## src/rtl/rom_seq_player_pkg.sv

```systemverilog
// Shared definitions for the ROM pattern sequencer: default widths,
// ROM geometry and the sequencer state encoding.
package rom_seq_player_pkg;

  localparam int DEF_ADDR_W = 8;
  localparam int DEF_DATA_W = 2;
  localparam int DEF_DIV_W  = 16;
  localparam int ROM_DEPTH  = 256;

  typedef enum logic [2:0] {
    ST_IDLE  = 3'd0,
    ST_FETCH = 3'd1,
    ST_READ  = 3'd2,
    ST_OUT   = 3'd3,
    ST_PACE  = 3'd4
  } state_e;

endpackage

```

## src/rtl/rom_seq_player_pacer.sv

```systemverilog
// Loadable down-counter with zero flag; paces the gap between an accepted
// symbol and the next ROM fetch. The count saturates at zero.
module rom_seq_pacer #(
  parameter int DIV_W = 16
) (
  input  logic             clk,
  input  logic             rst_n,
  input  logic             load_i,
  input  logic [DIV_W-1:0] load_val_i,
  input  logic             dec_i,
  output logic             zero_o
);

  logic [DIV_W-1:0] cnt_q;
  logic [DIV_W-1:0] cnt_d;

  // Next count: load wins over decrement; never wrap below zero.
  always_comb begin
    cnt_d = cnt_q;
    if (load_i) begin
      cnt_d = load_val_i;
    end else if (dec_i && (cnt_q != '0)) begin
      cnt_d = cnt_q - DIV_W'(1);
    end
  end

  // Count register.
  always_ff @(posedge clk or negedge rst_n) begin
    if (!rst_n) begin
      cnt_q <= '0;
    end else begin
      cnt_q <= cnt_d;
    end
  end

  assign zero_o = (cnt_q == '0);

endmodule

```

## src/rtl/rom_seq_player.sv

```systemverilog
// Plays a window of a synchronous-read pattern ROM out on a valid/ready
// symbol stream, one-shot or looping, with a programmable gap per symbol.
//
// Stream handshake: a symbol transfers on any rising clk edge where
// sym_valid && sym_ready. sym_valid is a register, never a function of
// sym_ready, and once raised it stays high with sym_data frozen until the
// transfer (or an abort, which drops it without changing sym_data).
module rom_seq_player
  import rom_seq_player_pkg::*;
#(
  parameter int ADDR_W = DEF_ADDR_W,
  parameter int DATA_W = DEF_DATA_W,
  parameter int DIV_W  = DEF_DIV_W
) (
  input  logic              clk,
  input  logic              rst_n,
  input  logic              start,
  input  logic              stop,
  input  logic              loop_en,
  input  logic [ADDR_W-1:0] start_addr,
  input  logic [ADDR_W-1:0] end_addr,
  input  logic [DIV_W-1:0]  step_div,
  output logic [ADDR_W-1:0] rom_addr,
  output logic              rom_rst,
  input  logic [DATA_W-1:0] rom_dout,
  output logic [DATA_W-1:0] sym_data,
  output logic              sym_valid,
  input  logic              sym_ready,
  output logic              busy,
  output logic              done,
  output logic [2:0]        dbg_state
);

  state_e            state_q, state_d;
  logic [ADDR_W-1:0] cur_addr_q, cur_addr_d;
  logic [ADDR_W-1:0] rom_addr_q, rom_addr_d;
  logic [ADDR_W-1:0] start_addr_q, start_addr_d;
  logic [ADDR_W-1:0] end_addr_q, end_addr_d;
  logic [DIV_W-1:0]  step_div_q, step_div_d;
  logic              loop_en_q, loop_en_d;
  logic [DATA_W-1:0] sym_data_q, sym_data_d;
  logic              sym_valid_q, sym_valid_d;
  logic              done_q, done_d;
  logic              pace_load;
  logic              pace_dec;
  logic              pace_zero;

  rom_seq_pacer #(.DIV_W(DIV_W)) u_pacer (
    .clk       (clk),
    .rst_n     (rst_n),
    .load_i    (pace_load),
    .load_val_i(step_div_q),
    .dec_i     (pace_dec),
    .zero_o    (pace_zero)
  );

  // Next-state and datapath decisions; abort overrides everything at the end.
  always_comb begin
    state_d      = state_q;
    cur_addr_d   = cur_addr_q;
    rom_addr_d   = rom_addr_q;
    start_addr_d = start_addr_q;
    end_addr_d   = end_addr_q;
    step_div_d   = step_div_q;
    loop_en_d    = loop_en_q;
    sym_data_d   = sym_data_q;
    sym_valid_d  = sym_valid_q;
    done_d       = 1'b0;
    pace_load    = 1'b0;
    pace_dec     = 1'b0;

    case (state_q)
      ST_IDLE: begin
        if (start && !stop) begin
          start_addr_d = start_addr;
          end_addr_d   = end_addr;
          step_div_d   = step_div;
          loop_en_d    = loop_en;
          cur_addr_d   = start_addr;
          rom_addr_d   = start_addr;
          state_d      = ST_FETCH;
        end
      end
      ST_FETCH: begin
        state_d = ST_READ;
      end
      ST_READ: begin
        sym_data_d  = rom_dout;
        sym_valid_d = 1'b1;
        state_d     = ST_OUT;
      end
      ST_OUT: begin
        if (sym_valid_q && sym_ready) begin
          sym_valid_d = 1'b0;
          pace_load   = 1'b1;
          state_d     = ST_PACE;
        end
      end
      ST_PACE: begin
        if (!pace_zero) begin
          pace_dec = 1'b1;
        end else if (cur_addr_q != end_addr_q) begin
          cur_addr_d = cur_addr_q + ADDR_W'(1);
          rom_addr_d = cur_addr_q + ADDR_W'(1);
          state_d    = ST_FETCH;
        end else if (loop_en_q) begin
          cur_addr_d = start_addr_q;
          rom_addr_d = start_addr_q;
          state_d    = ST_FETCH;
        end else begin
          done_d  = 1'b1;
          state_d = ST_IDLE;
        end
      end
      default: begin
        state_d = ST_IDLE;
      end
    endcase

    if (stop && (state_q != ST_IDLE)) begin
      state_d     = ST_IDLE;
      sym_valid_d = 1'b0;
      done_d      = 1'b0;
      pace_load   = 1'b0;
      pace_dec    = 1'b0;
      cur_addr_d  = cur_addr_q;
      rom_addr_d  = rom_addr_q;
    end
  end

  // State, address, latched configuration and output registers.
  always_ff @(posedge clk or negedge rst_n) begin
    if (!rst_n) begin
      state_q      <= ST_IDLE;
      cur_addr_q   <= '0;
      rom_addr_q   <= '0;
      start_addr_q <= '0;
      end_addr_q   <= '0;
      step_div_q   <= '0;
      loop_en_q    <= 1'b0;
      sym_data_q   <= '0;
      sym_valid_q  <= 1'b0;
      done_q       <= 1'b0;
    end else begin
      state_q      <= state_d;
      cur_addr_q   <= cur_addr_d;
      rom_addr_q   <= rom_addr_d;
      start_addr_q <= start_addr_d;
      end_addr_q   <= end_addr_d;
      step_div_q   <= step_div_d;
      loop_en_q    <= loop_en_d;
      sym_data_q   <= sym_data_d;
      sym_valid_q  <= sym_valid_d;
      done_q       <= done_d;
    end
  end

  // ROM is held in reset only while idle, so FETCH issues a real read.
  assign rom_rst   = (state_q == ST_IDLE);
  assign busy      = (state_q != ST_IDLE);
  assign rom_addr  = rom_addr_q;
  assign sym_data  = sym_data_q;
  assign sym_valid = sym_valid_q;
  assign done      = done_q;
  assign dbg_state = state_q;

endmodule
```

## config.mk

```make
export PLATFORM = sky130hd
export DESIGN_NAME = rom_seq_player
export DESIGN_NICKNAME = d
export VERILOG_FILES = /design/src/rtl/rom_seq_player_pkg.sv /design/src/rtl/rom_seq_player_pacer.sv /design/src/rtl/rom_seq_player.sv
export SDC_FILE = /design/constraint.sdc
export NUM_CORES = 1
export LEC_CHECK = 0
export CORE_MARGIN = 2
export CORE_UTILIZATION = 35
export CTS_CLUSTER_SIZE = 16
export DETAILED_ROUTE_END_ITERATION = 8
export PLACE_DENSITY_LB_ADDON = 0.12
export SLEW_MARGIN = 20
export SYNTH_ARGS = -nofsm -noshare
export SYNTH_HDL_FRONTEND = slang
export SYNTH_SLANG_ARGS = --single-unit
```

## constraint.sdc

```tcl
create_clock -name clk -period 4.8 [get_ports clk]
set_input_delay 0.48 -clock clk [delete_from_list [all_inputs] [get_ports clk]]
set_output_delay 0.48 -clock clk [all_outputs]
set_load 0.05 [all_outputs]
```

Word level (Yosys, flattened, before mapping) --
Index checks and enable logic that the tools add are counted.
Word-level totals: logic and storage cells 68, output and inout port bits 17, bits of input ports 40, register bits 64
Cells by class: $add $sub $neg 2, eq/ne operators 11, reductions and logical operators 16, bitwise logic cells 1, multiplexer cells 28
Operators by type and width (number):
- two-way mux 16 bit | 2
- two-way mux 8 bit | 4
- zero test 16 bit | 1
- case mux 8 bit (2 select lines) | 1
- nonzero test 16 bit | 1
- subtractor 16 x 1 -> 16 bit, second input constant | 1
- two-way mux 1 bit | 15
- case mux 3 bit (5 select lines) | 1
- two-way mux 3 bit | 4
- inequality test 3 bit, second input constant | 3
- adder 8 x 1 -> 8 bit, second input constant | 1
- inequality test 8 bit | 1
- == test 3 x 2 -> 1 bit, second input constant | 2
- nonzero test 3 bit | 2
- AND reduction 5 bit | 1
- logical AND 1 bit | 4
- AND reduction 2 bit | 2
- nonzero test 2 bit | 2
- == test 3 x 1 -> 1 bit, second input constant | 1
- == test 3 bit, second input constant | 1
- zero test 3 bit | 1
- inequality test 3 x 1 -> 1 bit, second input constant | 1
- AND reduction 3 bit | 1
- inequality test 2 x 1 -> 1 bit, second input constant | 1
- other kinds (4) | 4

Depth between registers and ports, before layout --
Gate-level depths: netlist of run 1.
depth after elaboration 7, depth in mapped cells 9

Cells and area by module --
From an unflattened synthesis of run 1, not the netlist that was laid out.
Unflattened totals: cells, all modules 322, area, all modules 3428.3 um^2
By module, submodules not included:
- rom_seq_player | instances 1, cells an instance 198, sequential area each 1201.2 um^2, area each 2364.8 um^2
- rom_seq_pacer | instances 1, cells an instance 124, sequential area each 400.4 um^2, area each 1063.5 um^2

Worst setup path before layout of run 1 --
Ideal clock, no wire load.
kind reg2reg, from reg u_pacer.cnt_q[5], to reg rom_addr_q[5], in the netlist rom_addr[5], clock period less this slack 2436 ps, data arrival time 2311 ps, required time 4675 ps, path buffers 1, setup slack 2364 ps, stages on the path, launching flop included 6, cell sequence dfrtp_1 or4_1 or4_1 buf_2 o31ai_4 mux2_4
Between the ends: cells in the longest elaborated chain, start to end 3
RTL lines:
- start, declared | line rom_seq_player_pacer.sv:14 | logic [DIV_W-1:0] cnt_q;
- start signal, assigned | line rom_seq_player_pacer.sv:32 | cnt_q <= cnt_d;
- zero test 16 bit | line rom_seq_player_pacer.sv:36 | assign zero_o = (cnt_q == '0);
- inequality test 2 bit (no source line)
- AND reduction 5 bit (no source line)
- end signal, assigned | line rom_seq_player.sv:147 | rom_addr_q <= rom_addr_d;
- end, declared | line rom_seq_player.sv:36 | logic [ADDR_W-1:0] rom_addr_q, rom_addr_d;
Every way passes these cells. A chain may end at the register's enable or synchronous reset.

Final worst setup path of run 1 --
from reg u_pacer.cnt_q[0], to reg rom_addr_q[3], in the netlist rom_addr[3]
The elaborated chain is that of the path after synthesis.

==> results of run 1 <==
-- worst max-delay path, stage by stage (launching register included) --
cell	delay, ps
dfrtp_1	420
inv_1	100
ha_1	140
or3b_2	450
or4_1	690
o31ai_4	600
mux2_4	350
-- routing by layer --
metal  global-route usage [%]  routed length (microns)
met2                     26.8                     3780
met3                     4.97                      331
met5                        0                        0
met4                     4.47                       77
met1                     19.0                     3320
-- state kept, by name, indices dropped and copies added (netlist names) --
name           cells
start_addr_q       8
sym_valid          1
loop_en_q          1
done               1
end_addr_q         8
rom_addr           8
sym_data           2
u_pacer.cnt_q     16
dbg_state          3
step_div_q        16
-- cell usage in the layout (no fill, tap or decap), types with 4 or more instances in the layout --
cell type        instances
nor3_1                  13
o21ai_0                 16
or4_1                    5
and2_1                   5
inv_1                    8
xor2_1                  10
a21oi_1                  5
nand3_1                 14
a221o_1                  5
nand2_1                 19
mux2_4                   5
clkbuf_8                13
a41oi_1                  4
dfrtp_1                 64
nand4_1                  5
clkdlybuf4s50_1         55
nor4_1                   5
xnor2_1                 10
o211ai_1                 4
or3_1                    5
o31ai_1                  5
mux2_2                  35
nor2_1                  16
-- cells by family after synthesis --
kind of cell / count (synthesis)
fa+ha+maj: 3
xor+xnor: 20
compound gates: 50
simple gates: 103
buf+inv: 26
mux: 41
flops: 64
-- per-stage QoR --
| step | cells | area [sq um] | hold slack [ps] | setup WS, ps |
|---|---|---|---|---|
| after floorplan | 307 | 3310 | 184 | 2360 |
| after global placement | 460 | 3970 | 464 | 1990 |
| after detailed placement | 460 | 3970 | 473 | 1930 |
| after CTS | 476 | 4190 | 342 | 1930 |
| after global routing | 476 | 4190 | 376 | 1760 |
| final | 476 | 4190 | 310 | 1940 |
-- report_power, final --
part	total (W)	internal, W	switching (W)	leakage (nW)
sequential	0.000862	0.000706	0.000156	0.782
combinational	0.000727	0.000349	0.000379	0.796
clock	0.000497	0.000296	0.000201	0.113
total	0.00209	0.00135	0.000735	1.69
-- cell type report --
class                      instances  area share [%]
multi-input combinational        217            38.7
timing repair buffer              59            13.8
inverter                           9           0.806
sequential                        64            38.2
clock inverter                     2           0.836
clock buffer                      14            4.36
tap                              111            3.31
-- how the worst max path moves through the flow --
stage	startpoint	end	cells past startpoint	slack, ps
CTS	u_pacer.cnt_q[0]$_DFFE_PN0P_	rom_addr[3]$_DFFE_PN0P_	6	1930
finish	u_pacer.cnt_q[0]$_DFFE_PN0P_	rom_addr[3]$_DFFE_PN0P_	6	1940
floorplan	u_pacer.cnt_q[5]$_DFFE_PN0P_	rom_addr[5]$_DFFE_PN0P_	5	2360
global route	u_pacer.cnt_q[0]$_DFFE_PN0P_	u_pacer.cnt_q[3]$_DFFE_PN0P_	7	1760
detailed placement	u_pacer.cnt_q[4]$_DFFE_PN0P_	rom_addr[5]$_DFFE_PN0P_	4	1930
global placement	stop	rom_addr[4]$_DFFE_PN0P_	5	1990
==> results.py, run 1 <==
metrics = {
    "clocking": {
        "clock-sinks": 64,
        "ctsHoldBuffers": 0,
        "postCtsSetupRepairBufs": 0,
        "cts_tree": "done",
        "cts_made_buffers": 9,
        "clockRootBuffer": "clkbuf_8",
        "htree_levels": 3,
        "max-clock-path-buffers": 2,
        "cts_resized": 0,
        "clock_latency_ps": 340,
        "clk_pin_slew_ps": 70,
    },
    "timing": {
        "fin_skew_ps": 8.71,
        "tightest_slew_ps": 805,
        "tns_ps": 0,
        "setup_violations": 0,
        "max_freq_mhz": 349,
        "period_share_pct": 59.6,
        "period_needed_ps": 2860,
        "hold_violations": 0,
        "max_slew_margin_pct": 46.4,
        "rsz0062_at_grt": "false",
        "final_max_slew_viol_count": 0,
    },
    "critical_path": {
        "worstSetupEndpointType": "register",
        "cp-start-kind": "register",
        "worstSetupPathType": "reg2reg",
        "critical_path_arrival_ps": 3090,
        "regToRegEndpoint": "rom_addr[3]$_DFFE_PN0P_",
        "crit_path_max_fanout": 15,
        "cp.required_ps": 5020,
        "reg2reg_slack_ps": 1940,
        "r2r_cells": 6,
        "reg2reg_from": "u_pacer.cnt_q[0]$_DFFE_PN0P_",
    },
    "grt": {
        "antenna_found_initial": 0,
        "grt_pass1_vias": 2560,
        "grt_pass1_wl_microns": 12500,
        "grt_max_degree": 65,
        "track_usage_pct": 15.7,
        "overflow": 0,
    },
    "logic_synthesis": {
        "synth_edf_count": 0,
        "synth-compound-area-share_pct": 11.1,
        "synth.avg_cell_area_sq_um": 10.8,
        "synth_fa_ha_area_share_pct": 1.13,
        "synth_fp_nets": 350,
        "post-synth-top-count-cell": "dfrtp_1",
        "yosys-top-cells-count": "dfrtp_1, mux2_2, nand2_1, nor2_1, o21ai_0",
        "synth_flop_cell": "dfrtp_1",
        "ys_warn_count": 0,
        "synth_top_cell_by_area": "dfrtp_1",
        "synth_xor_area_share_pct": 5.29,
        "yosysUniqueCellTypes": 44,
        "synth_mux_area_share_pct": 14.5,
        "synth_simple_gate_area_share_pct": 16.6,
        "synthCells": 307,
        "synth_top_family_by_area": "simple AND/OR/NAND/NOR gates",
        "seq_area_frac_synth_pct": 48.4,
        "netlist.area_leader.share_pct": 48.4,
        "ys_top_cells_by_area": "dfrtp_1, mux2_2, xnor2_1, xor2_1, o21ai_0",
        "ys_seq_elements": 64,
        "synth_area_sq_mm": 0.00331,
        "async_reset_ff_share_pct": 100,
    },
    "placed_design": {
        "gp_congestion": 0.846,
        "hpwl_microns": 5190,
        "io_buffers": 56,
    },
    "detailed_routing": {
        "wl_per_cell_microns": 15.8,
        "dr.pass1.iters": 4,
        "avgViaCountPerCell": 5.43,
        "route.detailed.drc": 0,
        "vias": 2586,
        "drt-total-wl_microns": 7510,
        "ant_nets": 0,
        "drt_iter0_markers": 62,
    },
    "cells_and_area": {
        "n_fill_cell": 867,
        "multiInputGateArea_sq_mm": 0.00162,
        "post-route-util_pct": 45.6,
        "final_nets": 403,
        "diodes": 0,
        "register_area_sq_mm": 0.00160,
        "drive_gt1_share_pct": 18.6,
        "area_growth_pct": 26.5,
    },
    "floorplan": {
        "die_area_sq_mm": 0.0103,
        "die_x_microns": 101,
        "fp-row-count": 35,
        "die_h_microns": 101,
        "io_pins": 57,
        "start_util_pct": 36.0,
        "coreArea_sq_mm": 0.00920,
    },
    "run_status": {
        "outcome": "finished clean",
    },
    "hold_path": {
        "hold_path.class": "in2async",
    },
    "pwr": {
        "p_leak_nw": 1.69,
        "peakVddDrop_uv": 154,
        "powerDensity_mw_per_mm2": 498,
        "p_total_w": 0.00209,
    },
    "flow_run": {
        "drv_cap": 0,
    },
}
(Power assumes the default switching activity.)
==> run 2: changes to the inputs <==
- clock period: 4.8 -> 2.8 ns (I/O delays scaled with it)
==> results.py, run 2 (synthesis gave the netlist of run 1 again) <==
metrics = {
    "pwr": {
        "pwr-share-comb_pct": 36.2,
        "power.net_switching_w": 0.00128,
        "peakVddDrop_uv": 319,
        "p_leak_nw": 1.73,
        "p_sw_share_pct": 36.7,
        "powerDensity_mw_per_mm2": 822,
        "seq_power_share_pct": 42.3,
        "power.internal_w": 0.00221,
        "clock_power_share_pct": 21.5,
    },
    "timing": {
        "final_max_slew_viol_count": 0,
        "tightest_slew_ps": 723,
        "hold_violations": 9,
        "fin_skew_ps": 8.19,
        "hold_ws_ps": -14.9,
        "period_needed_ps": 2650,
        "max_freq_mhz": 378,
        "period_share_pct": 94.5,
        "tns_ps": 0,
        "max_slew_margin_pct": 51.8,
        "setup_violations": 0,
        "rsz0062_at_grt": "false",
    },
    "critical_path": {
        "path_cells": "inv_1 -> ha_1 -> or3b_2 -> or4_1 -> buf_4 -> a21oi_1 -> inv_2 -> a21boi_0 -> a221o_1",
        "crit_start": "u_pacer.cnt_q[0]$_DFFE_PN0P_",
        "max_stage_delay_ps": 550,
        "cp-start-kind": "register",
        "worstSetupPathType": "reg2reg",
        "cpMaxStageDelayCell": "or4_1",
        "cp.required_ps": 3080,
        "crit_path_max_fanout": 11,
        "regToRegEndpoint": "u_pacer.cnt_q[11]$_DFFE_PN0P_",
        "worstSetupEndpointType": "register",
        "reg2reg_slack_ps": 150,
        "critical_path_arrival_ps": 2920,
        "r2r_cells": 9,
        "reg2reg_from": "u_pacer.cnt_q[0]$_DFFE_PN0P_",
    },
    "cells_and_area": {
        "area_growth_pct": 28.1,
        "multiInputGateArea_sq_mm": 0.00162,
        "instances_no_fill": 486,
        "register_area_sq_mm": 0.00160,
        "postLayoutCellArea_sq_mm": 0.00424,
        "diodes": 0,
        "final_nets": 413,
        "final_cell_mix": "dfrtp_1, clkdlybuf4s50_1, mux2_2",
        "layout_commonest_cell": "dfrtp_1",
        "drive_gt1_share_pct": 20.8,
        "reg_top3": "step_div_q x16, u_pacer.cnt_q x16",
        "n_fill_cell": 902,
    },
    "clocking": {
        "cts_tree": "done",
        "cts_made_buffers": 9,
        "max-clock-path-buffers": 2,
        "clockRootBuffer": "clkbuf_8",
        "clock-sinks": 64,
        "htree_levels": 3,
        "clock_latency_ps": 340,
        "ctsHoldBuffers": 0,
        "postCtsSetupRepairBufs": 0,
        "clk_pin_slew_ps": 70,
        "cts_resized": 0,
    },
    "floorplan": {
        "coreArea_sq_mm": 0.00920,
        "die_h_microns": 101,
        "start_util_pct": 36.0,
        "die_area_sq_mm": 0.0103,
        "io_pins": 57,
        "fp-row-count": 35,
        "die_x_microns": 101,
    },
    "grt": {
        "antenna_found_initial": 0,
        "grt_pass1_wl_microns": 12400,
        "overflow": 0,
        "track_usage_pct": 15.6,
        "grt_pass1_vias": 2548,
        "grt_max_degree": 36,
    },
    "detailed_routing": {
        "drt-total-wl_microns": 7680,
        "route.detailed.drc": 0,
        "wl_per_cell_microns": 15.8,
        "drt_iter0_markers": 93,
        "avgViaCountPerCell": 5.30,
        "ant_nets": 0,
        "vias": 2576,
        "dr.pass1.iters": 4,
    },
    "hold_path": {
        "hold_path.class": "in2async",
    },
    "flow_run": {
        "drv_cap": 0,
    },
    "placed_design": {
        "hpwl_microns": 5410,
        "dpl.cell_count": 470,
        "io_buffers": 56,
        "place_area_sq_mm": 0.00406,
        "gp_congestion": 0.857,
    },
    "run_status": {
        "outcome": "complete, but fails checks",
        "violations": "negative hold slack",
    },
}
-- run 2: changes by cell type in the layout (fill, tap and decap cells not counted), sizes merged --
cell    before  now
clkinv       1    3
clkbuf      14   13
buf          4   14
bufinv       1    0
-- run 2: how the worst max path moves through the flow --
stage / end / depth (start not counted)
4_1_cts: u_pacer.cnt_q[11]$_DFFE_PN0P_ / 9
5_1_grt: u_pacer.cnt_q[11]$_DFFE_PN0P_ / 9
6_report: u_pacer.cnt_q[11]$_DFFE_PN0P_ / 9
2_1_floorplan: rom_addr[5]$_DFFE_PN0P_ / 5
3_5_place_dp: u_pacer.cnt_q[1]$_DFFE_PN0P_ / 8
3_3_place_gp: u_pacer.cnt_q[1]$_DFFE_PN0P_ / 6
-- run 2: final cells by class --
class                   instances  area share (%)
well taps                     111            3.27
flip-flops and latches         64            37.7
repair buffers                 69            15.7
clock buffers                  13            3.98
inverters                       9           0.796
multi-input cells             217            38.2
clock inverters                 3           0.354
-- run 2: metrics by stage --
step           setup slack, ps  power, W  utilization [%]  hold slack [ps]
5_1_grt                   15.1   0.00370             46.1             39.3
6_report                   154   0.00349             46.1            -14.9
3_3_place_gp               228   0.00274             44.1              385
4_1_cts                    177   0.00352             46.1             20.0
2_1_floorplan              364   0.00235                -            -15.6
3_5_place_dp               194   0.00276             44.1              389
-- run 2: worst max-delay path: cells and delay by family (launching register included) --
| kind | cells | cell delay, ps |
|---|---|---|
| buffers and inverters | 3 | 470 |
| flip-flops | 1 | 430 |
| adder cells (fa/ha/maj) | 1 | 140 |
| AND/OR/NAND/NOR | 2 | 1000 |
| AO/OA/AOI/OAI | 3 | 550 |
-- run 2: per-layer routing --
layer | global-route usage, % | up-vias | share of wire [%]
li1 | - | 1250 | -
met1 | 19.2 | 1266 | 46
met2 | 26.2 | 48 | 49
met3 | 3.38 | 12 | 3.1
met4 | 7.28 | 0 | 2.0
met5 | 0 | - | 0
-- run 2: power groups by stage --
stage | registers, W | logic [W] | clock network [W]
2_1_floorplan | 0.00163 | 0.000711 | 0
3_3_place_gp | 0.00148 | 0.00126 | 0
3_5_place_dp | 0.00149 | 0.00127 | 0
4_1_cts | 0.00148 | 0.00127 | 0.000775
5_1_grt | 0.00152 | 0.00136 | 0.000817
6_report | 0.00147 | 0.00126 | 0.000752
==> run 3: changes to the inputs <==
- CAP_MARGIN: default -> 25
- CORE_UTILIZATION: 35 -> 40
==> results.py, run 3 (synthesis gave the netlist of run 1 again) <==
metrics = {
    "run_status": {
        "outcome": "complete, but fails checks",
        "violations": "negative hold slack",
    },
    "floorplan": {
        "coreArea_sq_mm": 0.00813,
        "die_x_microns": 95.0,
        "fp-row-count": 33,
        "die_area_sq_mm": 0.00902,
        "die_h_microns": 95.0,
        "start_util_pct": 40.7,
        "io_pins": 57,
    },
    "flow_run": {
        "drv_cap": 0,
    },
    "pwr": {
        "seq_power_share_pct": 43.6,
        "p_total_w": 0.00337,
        "power.internal_w": 0.00213,
        "p_sw_share_pct": 36.8,
        "peakVddDrop_uv": 449,
        "clock_power_share_pct": 18.9,
        "powerDensity_mw_per_mm2": 800,
        "pwr-share-comb_pct": 37.5,
        "p_leak_nw": 1.72,
        "power.net_switching_w": 0.00124,
    },
    "detailed_routing": {
        "drt_iter0_markers": 105,
        "ant_nets": 0,
        "vias": 2592,
        "route.detailed.drc": 0,
        "dr.pass1.iters": 4,
        "drt-total-wl_microns": 7210,
        "avgViaCountPerCell": 5.40,
        "wl_per_cell_microns": 15.0,
    },
    "placed_design": {
        "gp_congestion": 0.842,
        "hpwl_microns": 5280,
        "io_buffers": 56,
        "dpl.cell_count": 465,
    },
    "cells_and_area": {
        "instances_no_fill": 480,
        "final_cell_mix": "dfrtp_1, clkdlybuf4s50_1, mux2_2",
        "final_nets": 414,
        "layout_commonest_cell": "dfrtp_1",
        "area_growth_pct": 27.2,
        "reg_top3": "step_div_q x16, u_pacer.cnt_q x16",
        "diodes": 0,
        "drive_gt1_share_pct": 20.8,
    },
    "critical_path": {
        "reg2reg_slack_ps": 210,
        "regToRegEndpoint": "u_pacer.cnt_q[11]$_DFFE_PN0P_",
        "crit_path_max_fanout": 11,
        "worstSetupPathType": "reg2reg",
        "r2r_cells": 9,
        "cp.required_ps": 3080,
        "critical_path_arrival_ps": 2870,
        "worstSetupEndpointType": "register",
        "reg2reg_from": "u_pacer.cnt_q[1]$_DFFE_PN0P_",
        "cp-start-kind": "register",
    },
    "clocking": {
        "cts_resized": 0,
        "cts_made_buffers": 9,
        "clock-sinks": 64,
        "ctsHoldBuffers": 0,
        "clk_pin_slew_ps": 70,
        "clockRootBuffer": "clkbuf_8",
        "htree_levels": 3,
        "cts_tree": "done",
        "postCtsSetupRepairBufs": 0,
        "max-clock-path-buffers": 2,
        "clock_latency_ps": 340,
    },
    "timing": {
        "tightest_slew_ps": 722,
        "setup_violations": 0,
        "hold_violations": 6,
        "period_needed_ps": 2590,
        "max_slew_margin_pct": 51.8,
        "hold_ws_ps": -12.5,
        "period_share_pct": 92.6,
        "fin_skew_ps": 7.94,
        "max_freq_mhz": 386,
        "tns_ps": 0,
        "final_max_slew_viol_count": 0,
        "rsz0062_at_grt": "false",
    },
    "grt": {
        "track_usage_pct": 17.4,
        "grt_pass1_vias": 2607,
        "grt_max_degree": 35,
        "grt_pass1_wl_microns": 12000,
        "antenna_found_initial": 0,
        "overflow": 0,
    },
    "hold_path": {
        "hold_path.class": "in2async",
    },
}
-- run 3: worst max-delay path by stage --
stage / start / to / slack, ps / cells past startpoint
after floorplan: u_pacer.cnt_q[5]$_DFFE_PN0P_ / rom_addr[5]$_DFFE_PN0P_ / 360 / 5
after global placement: u_pacer.cnt_q[5]$_DFFE_PN0P_ / rom_addr[4]$_DFFE_PN0P_ / 240 / 4
after detailed placement: u_pacer.cnt_q[5]$_DFFE_PN0P_ / u_pacer.cnt_q[11]$_DFFE_PN0P_ / 220 / 7
after CTS: u_pacer.cnt_q[5]$_DFFE_PN0P_ / u_pacer.cnt_q[11]$_DFFE_PN0P_ / 210 / 7
after global routing: u_pacer.cnt_q[5]$_DFFE_PN0P_ / u_pacer.cnt_q[11]$_DFFE_PN0P_ / 60 / 7
final: u_pacer.cnt_q[1]$_DFFE_PN0P_ / u_pacer.cnt_q[11]$_DFFE_PN0P_ / 210 / 9
-- run 3: critical path, cell delays in order (launching register included) --
cell      delay (ps)
dfrtp_1          400
inv_1            100
ha_1             150
or3b_2           450
or4_1            550
buf_4            240
a21oi_1          200
inv_2            120
a21boi_0         180
a221o_1          130
-- run 3: per-layer routing --
| metal | routed length (microns) | global-route usage [%] |
|---|---|---|
| met5 | 0 | 0 |
| met1 | 3310 | 21.2 |
| met4 | 50 | 7.73 |
| met3 | 295 | 4.79 |
| met2 | 3560 | 28.7 |
-- run 3: cell type report --
cell class / count / area, sq um
clock buffers: 10 / 128
multi-input cells: 217 / 1620
fillers: 742 / 3920
inverters: 9 / 33.8
repair buffers: 70 / 673
well taps: 105 / 131
clock inverters: 5 / 25.0
flip-flops and latches: 64 / 1600
-- run 3: power by group through the flow --
stage,Combinational [W],Clock (W),Sequential [W]
CTS,0.00128,0.000670,0.00147
detailed placement,0.00128,0,0.00149
finish,0.00127,0.000637,0.00147
global placement,0.00126,0,0.00148
floorplan,0.000711,0,0.00163
global route,0.00138,0.000711,0.00151
-- run 3: metrics by stage --
stage          utilization [%]  cell area, sq um  setup slack, ps  hold WS (ps)
4_1_cts                   51.8              4210              206          6.26
3_3_place_gp              49.9              4060              244           390
2_1_floorplan                -              3310              364         -15.6
6_report                  51.8              4210              207         -12.5
3_5_place_dp              49.9              4060              222           379
5_1_grt                   51.8              4210             60.5          39.0
